<file path="config.mk">
export PLATFORM = sky130hd
export DESIGN_NAME = frame_ecc_walker
export DESIGN_NICKNAME = d
export VERILOG_FILES = /design/src/rtl/frame_ecc_walker.sv
export SDC_FILE = /design/constraint.sdc
export NUM_CORES = 1
export LEC_CHECK = 0
export CAP_MARGIN = 0
export CORE_MARGIN = 2
export CORE_UTILIZATION = 52
export CTS_CLUSTER_DIAMETER = 60
export CTS_CLUSTER_SIZE = 10
export DETAILED_ROUTE_END_ITERATION = 8
export PLACE_DENSITY = 0.81
export SYNTH_ARGS = -nofsm -noshare
export SYNTH_HDL_FRONTEND = slang
export SYNTH_SLANG_ARGS = --single-unit
</file>
<file path="constraint.sdc">
create_clock -name clk_100mhz -period 2.1 [get_ports clk_100mhz]
set_clock_uncertainty 0.1 [all_clocks]
set_input_delay 0.21 -clock clk_100mhz [delete_from_list [all_inputs] [get_ports clk_100mhz]]
set_output_delay 0.21 -clock clk_100mhz [all_outputs]
set_load 0.01 [all_outputs]
</file>
<file path="src/rtl/frame_ecc_walker.sv">
// frame_ecc_walker: walks every configuration frame once per scrub trigger,
// reads each frame back, and acts on its ECC verdict. A single-bit error
// triggers a correction write. Errors are tallied in saturating counters,
// and sticky alarms are kept for the health monitor.
module frame_ecc_walker #(
  parameter int NUM_FRAMES = 4096,
  parameter int FRAME_AW   = 12,
  parameter int CNT_W      = 16,
  parameter int TIMEOUT    = 1023
) (
  input  logic                clk_100mhz,
  input  logic                rst_n,
  input  logic                scrub_start,
  output logic                frm_req,
  output logic [FRAME_AW-1:0] frm_addr,
  input  logic                frm_ack,
  input  logic                ecc_valid,
  input  logic                ecc_sbe,
  input  logic                ecc_dbe,
  input  logic [11:0]         ecc_loc,
  output logic                fix_req,
  output logic [FRAME_AW-1:0] fix_addr,
  output logic [11:0]         fix_loc,
  input  logic                fix_ack,
  output logic                busy,
  output logic                done,
  output logic [CNT_W-1:0]    sbe_count,
  output logic [CNT_W-1:0]    dbe_count,
  output logic                dbe_alarm,
  output logic                timeout_err
);

  localparam logic [2:0] S_IDLE = 3'd0;
  localparam logic [2:0] S_REQ  = 3'd1;
  localparam logic [2:0] S_WAIT = 3'd2;
  localparam logic [2:0] S_FIX  = 3'd3;
  localparam logic [2:0] S_NEXT = 3'd4;
  localparam logic [2:0] S_DONE = 3'd5;

  // The timer only has to reach TIMEOUT-1. The block leaves WAIT on the
  // edge that ends the TIMEOUT-th cycle spent in WAIT.
  localparam int                TMR_W     = (TIMEOUT > 1) ? $clog2(TIMEOUT) : 1;
  localparam logic [TMR_W-1:0]  TMR_LAST  = TMR_W'(TIMEOUT - 1);
  localparam logic [FRAME_AW-1:0] LAST_ADDR = FRAME_AW'(NUM_FRAMES - 1);
  localparam logic [CNT_W-1:0]  CNT_MAX   = {CNT_W{1'b1}};

  logic [2:0]          r_state;
  logic [TMR_W-1:0]    r_timer;
  logic                r_frm_req;
  logic [FRAME_AW-1:0] r_frm_addr;
  logic                r_fix_req;
  logic [FRAME_AW-1:0] r_fix_addr;
  logic [11:0]         r_fix_loc;
  logic                r_busy;
  logic                r_done;
  logic [CNT_W-1:0]    r_sbe_count;
  logic [CNT_W-1:0]    r_dbe_count;
  logic                r_dbe_alarm;
  logic                r_timeout_err;

  logic w_start;
  logic w_verdict;
  logic w_dbe_hit;
  logic w_sbe_hit;
  logic w_timeout;
  logic w_wait_entry;

  // A DBE flag always wins over SBE, so a frame with both flags set is
  // treated as uncorrectable and no fix is issued.
  assign w_start      = (r_state == S_IDLE) && scrub_start;
  assign w_verdict    = (r_state == S_WAIT) && ecc_valid;
  assign w_dbe_hit    = w_verdict && ecc_dbe;
  assign w_sbe_hit    = w_verdict && ecc_sbe && !ecc_dbe;
  assign w_timeout    = (r_state == S_WAIT) && !ecc_valid && (r_timer == TMR_LAST);
  assign w_wait_entry = (r_state == S_REQ) && frm_ack;

  // Main sequencer: state, the readback/fix handshakes, busy/done and frame address.
  always_ff @(posedge clk_100mhz or negedge rst_n) begin
    if (!rst_n) begin
      r_state    <= S_IDLE;
      r_frm_req  <= 1'b0;
      r_frm_addr <= '0;
      r_fix_req  <= 1'b0;
      r_busy     <= 1'b0;
      r_done     <= 1'b0;
    end else begin
      r_done <= 1'b0;
      case (r_state)
        S_IDLE: if (scrub_start) begin
          r_state    <= S_REQ;
          r_busy     <= 1'b1;
          r_frm_req  <= 1'b1;
          r_frm_addr <= '0;
        end
        S_REQ: if (frm_ack) begin
          r_frm_req <= 1'b0;
          r_state   <= S_WAIT;
        end
        S_WAIT: begin
          if (w_sbe_hit) begin
            r_fix_req <= 1'b1;
            r_state   <= S_FIX;
          end else if (w_verdict || w_timeout) begin
            r_state <= S_NEXT;
          end
        end
        S_FIX: if (fix_ack) begin
          r_fix_req <= 1'b0;
          r_state   <= S_NEXT;
        end
        S_NEXT: begin
          if (r_frm_addr == LAST_ADDR) begin
            r_done  <= 1'b1;
            r_state <= S_DONE;
          end else begin
            r_frm_addr <= r_frm_addr + FRAME_AW'(1);
            r_frm_req  <= 1'b1;
            r_state    <= S_REQ;
          end
        end
        S_DONE: begin
          r_busy  <= 1'b0;
          r_state <= S_IDLE;
        end
        default: r_state <= S_IDLE;
      endcase
    end
  end

  // Verdict timer: cleared on entry to WAIT, counts every cycle spent in WAIT.
  always_ff @(posedge clk_100mhz or negedge rst_n) begin
    if (!rst_n) begin
      r_timer <= '0;
    end else if (w_wait_entry) begin
      r_timer <= '0;
    end else if (r_state == S_WAIT) begin
      r_timer <= r_timer + TMR_W'(1);
    end
  end

  // Per-pass error statistics: cleared by an accepted start, saturating, sticky alarms.
  always_ff @(posedge clk_100mhz or negedge rst_n) begin
    if (!rst_n) begin
      r_sbe_count   <= '0;
      r_dbe_count   <= '0;
      r_dbe_alarm   <= 1'b0;
      r_timeout_err <= 1'b0;
    end else if (w_start) begin
      r_sbe_count   <= '0;
      r_dbe_count   <= '0;
      r_dbe_alarm   <= 1'b0;
      r_timeout_err <= 1'b0;
    end else begin
      if (w_sbe_hit && (r_sbe_count != CNT_MAX)) begin
        r_sbe_count <= r_sbe_count + CNT_W'(1);
      end
      if (w_dbe_hit) begin
        r_dbe_alarm <= 1'b1;
        if (r_dbe_count != CNT_MAX) begin
          r_dbe_count <= r_dbe_count + CNT_W'(1);
        end
      end
      if (w_timeout) begin
        r_timeout_err <= 1'b1;
      end
    end
  end

  // Correction target: captured when an SBE verdict is accepted, held until the next one.
  always_ff @(posedge clk_100mhz or negedge rst_n) begin
    if (!rst_n) begin
      r_fix_addr <= '0;
      r_fix_loc  <= '0;
    end else if (w_sbe_hit) begin
      r_fix_addr <= r_frm_addr;
      r_fix_loc  <= ecc_loc;
    end
  end

  assign frm_req     = r_frm_req;
  assign frm_addr    = r_frm_addr;
  assign fix_req     = r_fix_req;
  assign fix_addr    = r_fix_addr;
  assign fix_loc     = r_fix_loc;
  assign busy        = r_busy;
  assign done        = r_done;
  assign sbe_count   = r_sbe_count;
  assign dbe_count   = r_dbe_count;
  assign dbe_alarm   = r_dbe_alarm;
  assign timeout_err = r_timeout_err;

endmodule

</file>
# After elaboration in Yosys (flattened, before gate mapping)
# Index checks and enable logic that the tools add are counted.
classes:
  n_reduce_logical: 28
  add_sub_neg: 4
  muxes: 31
  n_eq_ne: 15
ops:
  columns: ["op", "n"]
  rows:
  - ["16-bit two-way mux", 5]
  - ["16-bit by 1-bit adder with 16-bit output (second input constant)", 2]
  - ["16-bit != test (second input constant)", 2]
  - ["12-bit two-way mux", 2]
  - ["12-bit one-hot mux with 2 select lines", 1]
  - ["10-bit two-way mux", 2]
  - ["3-bit two-way mux", 6]
  - ["2-bit nonzero test", 8]
  - ["3-bit one-hot mux with 5 select lines", 1]
  - ["12-bit by 1-bit adder with 12-bit output (second input constant)", 1]
  - ["12-bit equality test (second input constant)", 1]
  - ["1-bit two-way mux", 11]
  - ["10-bit by 1-bit adder with 10-bit output (second input constant)", 1]
  - ["10-bit equality test (second input constant)", 1]
  - ["2-bit != test (second input constant)", 5]
  - ["1-bit logical AND", 9]
  - ["4-bit AND reduction", 2]
  - ["3-bit by 2-bit equality test with 1-bit output (second input constant)", 2]
  - ["3-bit equality test (second input constant)", 2]
  - ["3-bit AND reduction", 2]
  - ["1-bit one-hot mux with 2 select lines", 2]
  - ["2-bit AND reduction", 2]
  - ["3-bit by 1-bit equality test with 1-bit output (second input constant)", 1]
  - ["3-bit zero test", 1]
  - ["other kinds (5)", 6]
totals:
  input_bits: 20
  ff_bits: 87
  out_inout_bits: 74
  elab_cells: 91

# Depth between registers and ports, before layout
depth:
  depth_word: 7
  depth_mapped: 7
  depth_no_buf: 6

# Worst setup path after synthesis
# No wires, ideal clock.
synth_path:
  kind: "reg2reg"
  startpoint: "register r_dbe_count[0] (netlist: dbe_count[0])"
  endpoint: "register r_dbe_count[0] (netlist: dbe_count[0])"
  required_ps: 1875
  path_buffers: 1
  period_less_slack_ps: 1952
  t_arrival_ps: 1728
  path_slack_ps: 148
  setup_ps: 125
  path_stages_with_launch: 7
  cell_sequence: "dfrtp_1 ha_1 and3_1 and2_1 clkbuf_1 a21oi_1 mux2_2"
synth_between:
  elab_chain_cells: 4
  word_cells_on_any_way: 7
  cone_classes: "add/sub (1); eq/ne (1); mux (3); reduce/logical (2)"
synth_lines:
  columns: ["element", "line", "source"]
  rows:
  - ["start: declaration", "57", "logic [CNT_W-1:0] r_dbe_count;"]
  - ["start signal: assignment", "160", "r_dbe_count <= r_dbe_count + CNT_W'(1);"]
  - ["16-bit by 1-bit adder with 16-bit output", "160", null]
  - ["16-bit two-way mux", "159", "if (r_dbe_count != CNT_MAX) begin"]
  - ["16-bit two-way mux", "157", "if (w_dbe_hit) begin"]
  - ["16-bit two-way mux", "148", "end else if (w_start) begin"]
# Several ways; a longest one is shown, not always the timed one. The select of a mux whose other input is x is not followed.
# A chain may end at the register's enable or synchronous reset.

# Worst setup path after layout
# Ends and elaborated chain as after synthesis.

==> flow_summary.toml <==
[place]
io_buffers = 93
gp_congestion = 0.8899
dpl.cell_count = 709
placed_cell_area_um2 = 5821
hpwlAfterDp_mm = 8.419
dp_slack_ps = -8.700

[yosys]
synth_nets = 518
ys_seq_area_share_pct = 47.97
avgSynthCellArea_um2 = 9.205
ys.flop_type = "dfrtp_1"
synth_area_leaders = "dfrtp_1 48%, nand2_1 8.7%, a21oi_1 3.3%, mux2i_1 2.9%, nand3_1 2.5%"
synth_edf_count = 0
ys_seq_elements = 87
yosysUniqueCellTypes = 55
synth_most_common_cell = "nand2_1"
synth_top_cell_by_area = "dfrtp_1"
syn_inst = 493
synth_area_um2 = 4538
async_flop_share_pct = 100.0
synth_top_area_share_pct = 47.97
synth_warnings = 0
synthTopCellsByCount = "105 x nand2_1, 87 x dfrtp_1, 30 x a21oi_1"

[detailed_routing]
ant_nets = 0
avgRoutedWirePerCell_um = 16.32
routed_via_density = 5.933
routed_wirelength_mm = 11.90
drc_errors = 0
drt-pass1-iter-count = 5
num_vias = 4325
drtIter0Drc = 250

[run]
maxCapViolations = 0

[floorplan]
die_h_um = 97.42
start_util_pct = 52.81
io_pins = 94
die_w_um = 97.42
die-area_um2 = 9491
rows = 34
core_um2 = 8593

[timing]
worst_pin_slew_ps = 455.3
drv_slew = 0
hold_ws_ps = 241.8
setup_viol = 0
tns_ps = 0
rsz0062_at_grt = "yes"
period_needed_ps = 2019
setup_ws_ps = 80.81
slew_headroom_pct = 69.65
max_freq_ghz = 0.4952
hold_viol = 0
fin_crit_sh_pct = 96.15

[critical_path]
worstSetupEndpointType = "flip-flop"
required_ps = 2240
reg2reg_to = "dbe_count[0]$_DFFE_PN0P_"
rrSetupSlack_ps = 80
r2r_start = "dbe_count[0]$_DFFE_PN0P_"
startpoint_type = "flip-flop"
rr_worst_depth = 5
crit_arrival_ps = 2160
crit_type = "flip-flop to flip-flop"
critPathCapture = "dbe_count[0]$_DFFE_PN0P_"
cp-startpoint = "dbe_count[0]$_DFFE_PN0P_"
worstPathMaxFanout = 10

[final_layout]
final_area_um2 = 6096
stdcell_count = 729
drive_gt1_share_pct = 14.17
fillerInstances = 651
antenna-diode-count = 0
layout.nets = 641
syn_to_final_growth_pct = 34.33

[clock_network]
clockBufferDepth = 2
cts_buffers = 9
cts_root_buf = "clkbuf_8"
cts_tree = "built"
clk_pin_slew_ps = 80
cts_sinks = 87
clock_latency_ps = 350
h-tree-depth = 3

[worst_hold_path]
hold_class = "input port to async pin"

[power]
leakagePower_nw = 2.628
power_density_nw_per_um2 = 951.3
ir_drop_v = 0.0008343

[grt]
gr-total-overflow = 0
grt_pass1_wl_mm = 20.29
grt_use_total_pct = 25.72
grt_pass1_vias = 4316
grt_max_degree = 38
antenna_found_initial = 0

[status]
status = "finished, final reports clean"
==> flip-flops by register name (all words and copies together), names as in the netlist <==
register     flops
frm_addr        12
frm_req          1
sbe_count       16
fix_req          1
r_state          3
dbe_count       16
fix_loc         12
busy             1
dbe_alarm        1
done             1
timeout_err      1
r_timer         10
fix_addr        12
==> per-layer routing <==
layer  track usage [%]  part of all wire (%)  up-vias
met4             7.692                   1.2        0
met5                 0                     0        -
met2             42.18                    50      159
met3             6.043                   6.9       12
met1             34.22                    42     2116
li1                  -                     -     2038
==> cell type report <==
type	instances	area, um^2	share of cell area, %
clock buffers	10	127.6	2.094
clock inverters	6	108.9	1.786
inverters	11	41.29	0.6773
multi-input cells	371	2226	36.51
flip-flops and latches	87	2178	35.73
well taps	108	135.1	2.217
repair buffers	136	1279	20.98
==> worst max-delay path, cell delays in order (launching register included) <==
cell and delay, ps:
dfrtp_1 440, ha_1 250, and3_1 190, and2_1 280, a21oi_1 280, mux2_2 370
==> where the power goes <==
part / switching (W) / internal [W] / leakage (nW)
Combinational: 0.00108 / 0.00103 / 1.33
Clock: 0.000602 / 0.000789 / 0.120
Sequential: 0.000313 / 0.00199 / 1.18
==> what timing repair did <==
item                                    4_1_cts  5_1_grt
setup buffers                                 0        3
endpoints found under the setup margin        1       19
hold buffers                                  1        0
pin swaps                                     0        1
gates cloned                                  0        0
hold endpoints to repair                     32        0
resized for setup                             1        2
==> per-stage QoR <==
stage	total power, W	utilization (%)
after detailed placement	0.004364	67.73
after global routing	0.006155	70.94
after floorplan	0.003314	-
final	0.005799	70.94
after global placement	0.004272	67.73
after CTS	0.005784	70.65
==> worst min-delay path by stage <==
stage | start | to | cells after the start
4_1_cts | rst_n | sbe_count[12]$_DFFE_PN0P_ | 2
6_report | rst_n | sbe_count[15]$_DFFE_PN0P_ | 2
2_1_floorplan | rst_n | busy$_DFFE_PN0P_ | 0
3_3_place_gp | rst_n | sbe_count[12]$_DFFE_PN0P_ | 1
3_5_place_dp | rst_n | sbe_count[12]$_DFFE_PN0P_ | 1
5_1_grt | ecc_loc[5] | fix_loc[5]$_DFFE_PN0P_ | 3
==> cells in the final DEF (no fill, tap or decap), types with 3 or more instances in the layout <==
cell / synthesis / final
nand2_1: 105 / 105
clkdlybuf4s50_1: 0 / 92
dfrtp_1: 87 / 86
buf_4: 1 / 41
a21oi_1: 30 / 30
nor2_1: 24 / 24
nand3_1: 23 / 23
o21ai_0: 19 / 19
nand4_1: 18 / 18
o31ai_1: 15 / 15
or4_1: 13 / 13
mux2i_1: 13 / 13
inv_1: 11 / 11
or2_2: 10 / 10
clkbuf_8: 0 / 9
and4_1: 8 / 8
nor3_1: 8 / 8
and3_1: 8 / 7
a211oi_1: 7 / 7
or3_1: 6 / 6
nor4_2: 5 / 5
xor2_1: 5 / 5
ha_1: 5 / 5
nor4_1: 4 / 4
o41ai_1: 4 / 4
a31oi_1: 3 / 3
xnor2_1: 3 / 3
and2_1: 3 / 3
o311ai_0: 3 / 3
bufinv_16: 0 / 3
==> cells by family (layout without fill, tap and decap cells) <==
kind of cell	Yosys count	after routing	share of synthesized area [%]
AND/OR/NAND/NOR	248	248	28.92
AO/OA/AOI/OAI	96	96	13.79
flip-flops	87	87	47.97
buffers and inverters	35	163	3.281
multiplexers	14	14	3.115
XOR/XNOR	8	8	1.544
adder cells (fa/ha/maj)	5	5	1.379
Power figures use the tool's default switching activity.
